File: config.mk
export PLATFORM = sky130hd
export DESIGN_NAME = wm_embed_ctrl
export DESIGN_NICKNAME = d
export VERILOG_FILES = /design/src/rtl/wm_embed_ctrl_pkg.sv /design/src/rtl/wm_embed_ctrl_rr_arb2.sv /design/src/rtl/wm_embed_ctrl.sv
export SDC_FILE = /design/constraint.sdc
export NUM_CORES = 1
export LEC_CHECK = 0
export ABC_AREA = 1
export CAP_MARGIN = 40
export CORE_ASPECT_RATIO = 0.5
export CORE_MARGIN = 8
export CORE_UTILIZATION = 48
export DETAILED_ROUTE_END_ITERATION = 12
export PLACE_DENSITY_LB_ADDON = 0.08
export SLEW_MARGIN = 20
export SYNTH_ARGS = -nofsm -noshare
export SYNTH_HDL_FRONTEND = slang
export SYNTH_SLANG_ARGS = --single-unit
File: constraint.sdc
create_clock -name CLK -period 1.8 [get_ports CLK]
set_input_delay 0.45 -clock CLK [delete_from_list [all_inputs] [get_ports CLK]]
set_output_delay 0.45 -clock CLK [all_outputs]
set_load 0.03 [all_outputs]
File: src/rtl/wm_embed_ctrl_pkg.sv
// Shared definitions for the watermark embed controller.
// Provides the FSM state enum, the cell KEY mode codes and the chunk width.
package wm_pkg;

  typedef enum logic [2:0] {
    IDLE    = 3'd0,
    GRANT   = 3'd1,
    ARM     = 3'd2,
    EMBED   = 3'd3,
    SEAL    = 3'd4,
    RELEASE = 3'd5
  } state_e;

  localparam logic [1:0] KEY_OFF   = 2'b00;
  localparam logic [1:0] KEY_EMBED = 2'b01;
  localparam int         CHUNK_W   = 3;

endpackage

File: src/rtl/wm_embed_ctrl_rr_arb2.sv
// Two-way round-robin arbiter, purely combinational.
// Ports:
//   req     : level requests from requester 0 (bit 0) and requester 1 (bit 1)
//   ptr     : index of the requester granted last
//   gnt_nxt : one-hot grant to apply on the next edge, 2'b00 if no request
module rr_arb2
  import wm_pkg::*;
(
  input  logic [1:0] req,
  input  logic       ptr,
  output logic [1:0] gnt_nxt
);

  // A lone request wins outright; on a tie the requester not served last wins.
  always_comb begin
    gnt_nxt = 2'b00;
    case (req)
      2'b01:   gnt_nxt = 2'b01;
      2'b10:   gnt_nxt = 2'b10;
      2'b11:   gnt_nxt = ptr ? 2'b01 : 2'b10;
      default: gnt_nxt = 2'b00;
    endcase
  end

endmodule

File: src/rtl/wm_embed_ctrl.sv
// Sequencer/arbiter in front of one watermark protection cell.
// Grants one of two requesters, embeds a WM_BITS watermark into the cell
// three bits per PHASES-cycle window, reads back RGZ per window into SIG and
// flags a mismatch (or an aborted job) on ERR together with the DONE pulse.
// Ports:
//   CLK, RST        : clock, synchronous active-high reset
//   REQ, DIN0, DIN1 : requests and payloads of the two requesters
//   WM              : watermark word, sampled in GRANT
//   GNT, BUSY       : one-hot grant, not-idle status
//   DONE, ERR, SIG  : completion pulse, error flag, captured signature
//   PRST, KEY, ENA  : protection-cell reset, mode, enable
//   RGA, RGB, RGZ   : cell data inputs (chunk, payload) and cell output
module wm_embed_ctrl
  import wm_pkg::*;
#(
  parameter int WM_BITS = 12,
  parameter int PHASES  = 4
) (
  input  logic               CLK,
  input  logic               RST,
  input  logic [1:0]         REQ,
  input  logic [7:0]         DIN0,
  input  logic [7:0]         DIN1,
  input  logic [WM_BITS-1:0] WM,
  output logic [1:0]         GNT,
  output logic               BUSY,
  output logic               DONE,
  output logic               ERR,
  output logic [WM_BITS-1:0] SIG,
  output logic               PRST,
  output logic [1:0]         KEY,
  output logic               ENA,
  output logic [7:0]         RGA,
  output logic [7:0]         RGB,
  input  logic [7:0]         RGZ
);

  localparam int NCHUNK = WM_BITS / CHUNK_W;
  localparam int CW     = $clog2(NCHUNK + 1);
  localparam int PW     = $clog2(PHASES);
  localparam logic [CW-1:0] LAST_CHUNK = CW'(NCHUNK - 1);
  localparam logic [PW-1:0] LAST_PHASE = PW'(PHASES - 1);

  if (WM_BITS % CHUNK_W != 0) begin : g_bad_wm_bits
    $error("wm_embed_ctrl: WM_BITS must be a multiple of 3");
  end
  if (PHASES != 4) begin : g_bad_phases
    $error("wm_embed_ctrl: PHASES must match the 4-cycle cell phase period");
  end

  state_e             state_q;
  logic [1:0]         gnt_q;
  logic               win_q;
  logic               ptr_q;
  logic               busy_q;
  logic               done_q;
  logic               err_q;
  logic [WM_BITS-1:0] sig_q;
  logic [WM_BITS-1:0] wm_q;
  logic [WM_BITS-1:0] sr_q;
  logic [1:0]         key_q;
  logic               ena_q;
  logic [CW-1:0]      chunk_q;
  logic [PW-1:0]      phase_q;

  logic [1:0] gnt_nxt_s;
  logic       abort_s;
  logic       unused_rgz_s;

  rr_arb2 u_arb (
    .req     (REQ),
    .ptr     (ptr_q),
    .gnt_nxt (gnt_nxt_s)
  );

  // The job is abandoned as soon as the granted requester lets go of REQ.
  assign abort_s      = ~|(REQ & gnt_q);
  // Only the low chunk of the cell output carries signature bits.
  assign unused_rgz_s = ^RGZ[7:CHUNK_W];

  // Job sequencer: state, counters, shift register, signature and outputs.
  always_ff @(posedge CLK) begin
    if (RST) begin
      state_q <= IDLE;
      gnt_q   <= 2'b00;
      win_q   <= 1'b0;
      ptr_q   <= 1'b1;
      busy_q  <= 1'b0;
      done_q  <= 1'b0;
      err_q   <= 1'b0;
      sig_q   <= '0;
      wm_q    <= '0;
      sr_q    <= '0;
      key_q   <= KEY_OFF;
      ena_q   <= 1'b0;
      chunk_q <= '0;
      phase_q <= '0;
    end else begin
      done_q <= 1'b0;
      err_q  <= 1'b0;
      case (state_q)
        IDLE: begin
          if (|gnt_nxt_s) begin
            state_q <= GRANT;
            gnt_q   <= gnt_nxt_s;
            win_q   <= gnt_nxt_s[1];
            busy_q  <= 1'b1;
          end
        end
        GRANT: begin
          wm_q    <= WM;
          sr_q    <= WM;
          sig_q   <= '0;
          chunk_q <= '0;
          phase_q <= '0;
          state_q <= ARM;
        end
        ARM, EMBED, SEAL: begin
          if (abort_s) begin
            state_q <= RELEASE;
            gnt_q   <= 2'b00;
            done_q  <= 1'b1;
            err_q   <= 1'b1;
            key_q   <= KEY_OFF;
            ena_q   <= 1'b0;
          end else if (state_q == ARM) begin
            state_q <= EMBED;
            key_q   <= KEY_EMBED;
            ena_q   <= 1'b1;
          end else if (state_q == EMBED) begin
            phase_q <= (phase_q == LAST_PHASE) ? '0 : phase_q + PW'(1);
            // End of a window: the cell output now reflects the current chunk.
            if (phase_q == LAST_PHASE) begin
              sig_q   <= {sig_q[WM_BITS-CHUNK_W-1:0], RGZ[CHUNK_W-1:0]};
              sr_q    <= {sr_q[WM_BITS-CHUNK_W-1:0], {CHUNK_W{1'b0}}};
              chunk_q <= chunk_q + CW'(1);
              if (chunk_q == LAST_CHUNK) begin
                state_q <= SEAL;
                ena_q   <= 1'b0;
              end
            end
          end else begin
            state_q <= RELEASE;
            gnt_q   <= 2'b00;
            done_q  <= 1'b1;
            err_q   <= (sig_q != wm_q);
            key_q   <= KEY_OFF;
          end
        end
        RELEASE: begin
          state_q <= IDLE;
          busy_q  <= 1'b0;
          ptr_q   <= win_q;
        end
        default: begin
          state_q <= IDLE;
          gnt_q   <= 2'b00;
          busy_q  <= 1'b0;
          key_q   <= KEY_OFF;
          ena_q   <= 1'b0;
        end
      endcase
    end
  end

  assign GNT  = gnt_q;
  assign BUSY = busy_q;
  assign DONE = done_q;
  assign ERR  = err_q;
  assign SIG  = sig_q;
  assign KEY  = key_q;
  assign ENA  = ena_q;
  // The cell is held in reset by RST itself and cleared again during ARM.
  assign PRST = RST | (state_q == ARM);
  // ENA is high exactly during EMBED; the payload follows DIN combinationally.
  assign RGA  = ena_q ? {{(8-CHUNK_W){1'b0}}, sr_q[WM_BITS-1 -: CHUNK_W]} : 8'h00;
  assign RGB  = ena_q ? (win_q ? DIN1 : DIN0) : 8'h00;

endmodule

## Word level (Yosys, flattened, before mapping)

Cells that the tools add are included.

- Logic and storage cells: 117
- Output and inout port bits: 37
- Bits in registers: 54

- Bitwise gates (word level): 6
- Add/subtract/negate cells: 2
- Equal/unequal tests: 24
- Reductions and logical operators: 17
- Muxes and demuxes: 54

Operator list:

| operator | number |
|---|---|
| $mux 12 | 8 |
| $pmux 12 s2 | 2 |
| $mux 3 | 11 |
| $mux 2 | 11 |
| $mux 8 | 2 |
| $ne 4x4->1 const B | 4 |
| $mux 1 | 12 |
| $ne 12x12->1 | 1 |
| $pmux 2 s3 | 2 |
| $reduce_and 4->1 | 3 |
| $ne 2x2->1 const B | 5 |
| $ne 5x5->1 const B | 2 |
| $eq 3x2->1 const B | 3 |
| $pmux 3 s3 | 1 |
| $pmux 2 s2 | 2 |
| $reduce_or 2->1 | 4 |
| $eq 2x2->1 const B | 3 |
| $eq 3x3->1 const B | 2 |
| $ne 3x3->1 const B | 2 |
| $pmux 3 s2 | 1 |
| $reduce_and 2->1 | 3 |
| $reduce_or 3->1 | 2 |
| $reduce_and 5->1 | 1 |
| $not 1->1 | 4 |
| other kinds (11) | 12 |

## Depth between registers and ports, before layout

- Depth after elaboration: 7
- Depth in mapped cells: 10
- Gate-level depth less buffers: 9

## Cells and area by module

A second synthesis with hierarchy kept.

- Cell total of the unflattened synthesis: 403
- Area total of the unflattened synthesis: 2,688.8 µm²

By module, submodules not included:

| module | area each (µm²) | cells each | times used | seq. area each (µm²) |
|---|---|---|---|---|
| wm_embed_ctrl | 2,667.6 | 398 | 1 | 1,061.0 |
| rr_arb2 | 21.3 | 5 | 1 | 0.0 |

## Worst setup path before layout

No wires, ideal clock.

- Path type: register to output
- Start point: register ena_q, in the netlist ENA
- End point: output port RGB[0]
- Arrival time: 1.303 ns
- Stages on the path, launching flop included: 4
- Setup slack: 0.047 ns
- Required time: 1.350 ns
- Buffers on the path: 1
- Path through: dfxtp_1 > clkbuf_1 > o21ai_0 > nor2_1

- Cells in the longest elaborated chain, start to end: 1

RTL lines:

| item | RTL line | text |
|---|---|---|
| start, declared | wm_embed_ctrl.sv:62 | `logic ena_q;` |
| start signal, assigned | wm_embed_ctrl.sv:95 | `ena_q <= 1'b0;` |
| start signal, assigned | wm_embed_ctrl.sv:125 | `ena_q <= 1'b0;` |
| start signal, assigned | wm_embed_ctrl.sv:129 | `ena_q <= 1'b1;` |
| $mux 8 | wm_embed_ctrl.sv:177 | `assign RGB = ena_q ? (win_q ? DIN1 : DIN0) : 8'h00;` |
| end, declared | wm_embed_ctrl.sv:34 | `output logic [7:0] RGB,` |

No other way between the ends.

## Worst setup path after layout

- Start point: register sig_q[6], in the netlist SIG[6]
- End point: output port SIG[6]

RTL lines:

| item | RTL line | text |
|---|---|---|
| start, declared | wm_embed_ctrl.sv:58 | `logic [WM_BITS-1:0] sig_q;` |
| start signal, assigned | wm_embed_ctrl.sv:134 | `sig_q <= {sig_q[WM_BITS-CHUNK_W-1:0], RGZ[CHUNK_W-1:0]};` |
| end, declared | wm_embed_ctrl.sv:29 | `output logic [WM_BITS-1:0] SIG,` |

No word-level cell between the ends.

==> flow_summary.json <==
{
  "wirelength_microns": 6933,
  "r2r-start": "state_q[1]",
  "fmax_mhz": 549.6,
  "drc_errors": 0,
  "clkLatencyLatePin_ps": 290,
  "ir_worst_vdd_mv": 0.6424,
  "grt_pass1_vias": 2439,
  "drt_pass1_iterations": 4,
  "cts_root_buf": "clkbuf_16",
  "cts_tree": "done",
  "rsz0062_at_grt": "true",
  "fin_skew_ps": 7.834,
  "ant_nets": 0,
  "hold_viol_final": 0,
  "powerDensity_nw_per_um2": 1166,
  "wl_met2_microns": 2793,
  "dp_hpwl_microns": 5264,
  "path_class": "reg -> out",
  "clk_pin_slew_ps": 70,
  "antenna_found_initial": 0,
  "io_pins": 77,
  "whs_path_depth": 2,
  "final_layout_size_suffix_gt1_frac": 0.09980,
  "top_layer": "met4",
  "dp.cells": 566,
  "min_period_ps": 1820,
  "drt_iter0_markers": 131,
  "ctsHoldBuffers": 0,
  "fin_tns_setup_ps": -19.54,
  "r2r_cells": 7,
  "cp_top_family": "buffers and inverters",
  "yosysSeqAreaShare": 0.3827,
  "place_ws_ps": -32.07,
  "wl_met3_microns": 583,
  "cp_cell_sequence": "clkdlybuf4s50_1",
  "synthesis.area_sq_um": 2773,
  "rows": 19,
  "crit_path_max_fanout": 2,
  "grtUsageTotal": 0.1608,
  "drv_cap": 0,
  "h-tree-depth": 2,
  "cts.sinks": 53,
  "ff2ff_setup_slack_ps": 290,
  "status": "finished with violations",
  "die_h_microns": 69.74,
  "fin_nets": 543,
  "finalSetupViolCount": 1,
  "final_common_cell": "nand2_1",
  "cts_made_buffers": 5,
  "worstPathRequired_ps": 1350,
  "hold_path.class": "reg -> reg",
  "portBuffers": 65,
  "wl_met1_microns": 3506,
  "ys_warn_count": 0,
  "die_area_sq_um": 8612,
  "start_util": 0.5006,
  "cts_setup_buffers": 0,
  "antennaDiodeCount": 0,
  "drv_slew": 0,
  "avgSynthCellArea_sq_um": 6.493,
  "critical-path-slowest-cell": "clkdlybuf4s50_1",
  "stdcell_count": 574,
  "grt_max_degree": 21,
  "final_cell_mix": "nand2_1, inv_1, dfxtp_1",
  "place.gp.congestion": 0.8191,
  "p_leak_nw": 1.976,
  "r2r-end": "sr_q[11]",
  "fin_total_pwr_mw": 4.247,
  "vias": 2662,
  "vias_per_cell": 4.638,
  "die_w_microns": 123.5,
  "failed_checks": "setup timing",
  "crit_path_max_incr_delay_ps": 710,
  "area_growth_pct": 31.36,
  "design.core.area_sq_um": 5539,
  "final_util": 0.6576,
  "hold_end": "sr_q[1]",
  "arrival_ps": 1370,
  "worst_slack_ps": -19.54,
  "cp_num_buf_inv": 1,
  "grt_pass1_wl_microns": 11380,
  "start_kind": "register",
  "min_from": "sr_q[1]",
  "ys_types": 28,
  "fin_crit_sh": 1.011,
  "cts.path.max_buffers": 2,
  "grt_overflow_total": 0,
  "wire_per_inst_microns": 12.08,
  "endpoint_kind": "output pin",
  "synthCells": 427,
  "yosys_register_bits": 53
}
what timing repair did:
item                       in CTS  in global routing
pin swaps                       0                  0
gates cloned                    0                  0
resized for setup               7                  8
setup endpoints to repair       7                 14
flip-flops by register name (all words and copies together) (netlist names):
name,cells
SIG,12
sr_q,12
wm_q,12
chunk_q,3
state_q,3
GNT,2
phase_q,2
BUSY,1
DONE,1
ENA,1
ERR,1
KEY,1
ptr_q,1
win_q,1
metrics by stage:
step / hold WS, ps / cell area [sq um]
floorplan: 435.2 / 2791
global placement: 449.9 / 3487
detailed placement: 451.5 / 3487
CTS: 462.0 / 3621
global route: 481.8 / 3642
finish: 463.9 / 3642
worst max path at each step:
| stage | start | end | slack (ps) | depth (start not counted) |
|---|---|---|---|---|
| 4_1_cts | SIG[10] | SIG[10] | 3 | 1 |
| 5_1_grt | SIG[6] | SIG[6] | -30 | 1 |
| 3_5_place_dp | REQ[1] | SIG[1] | -30 | 10 |
| 3_3_place_gp | REQ[1] | SIG[2] | -20 | 10 |
| 6_report | SIG[6] | SIG[6] | -20 | 1 |
| 2_1_floorplan | ENA | RGB[0] | 50 | 3 |
power by group:
part / internal [mW] / leakage, nW / switching [mW]
sequential: 1.41 / 0.435 / 0.162
combinational: 0.660 / 1.47 / 1.06
clock: 0.520 / 0.0712 / 0.433
kinds of logic after synthesis:
group	after synthesis	synth area share
XOR/XNOR	6	0.01896
AND/OR/NAND/NOR	229	0.3371
buffers and inverters	83	0.1417
other	1	0.001352
adder cells (fa/ha/maj)	3	0.01354
AO/OA/AOI/OAI	52	0.1047
flip-flops	53	0.3827
synthesized netlist by cell type:
cell type	n	area share
o211ai_1	1	0.0027
buf_1	1	0.0014
nand3b_1	1	0.0027
inv_2	3	0.0041
nor2_1	51	0.069
o21ai_0	21	0.038
nand2_1	147	0.20
ha_1	3	0.014
clkbuf_1	4	0.0054
nand2_4	2	0.0081
nand2_2	3	0.0068
inv_1	57	0.077
o311ai_0	1	0.0032
conb_1	1	0.0014
a31oi_1	1	0.0023
xnor2_1	3	0.0095
a21oi_1	26	0.047
o21ai_4	1	0.0059
a21oi_4	1	0.0059
buf_4	9	0.024
dfxtp_1	53	0.38
xor2_1	3	0.0095
nand2_8	1	0.0072
buf_2	2	0.0036
nand3_1	22	0.040
buf_6	6	0.024
nand4_1	2	0.0045
clkinv_1	1	0.0014
layout make-up:
| type | count | area (sq um) |
|---|---|---|
| Clock inverter | 2 | 13.76 |
| Timing Repair Buffer | 83 | 774.5 |
| Clock buffer | 6 | 128.9 |
| Fill cell | 540 | 1897 |
| Inverter | 61 | 232.7 |
| Multi-Input combinational cell | 296 | 1340 |
| Sequential cell | 53 | 1061 |
| Tap cell | 73 | 91.34 |
routing by layer:
| metal | vias to the layer above | track usage |
|---|---|---|
| li1 | 1439 | - |
| met1 | 1134 | 0.2216 |
| met2 | 82 | 0.2396 |
| met3 | 7 | 0.04387 |
| met4 | 0 | 0.03974 |
| met5 | - | 0 |
No activity file was read; power rests on OpenSTA's default activity.
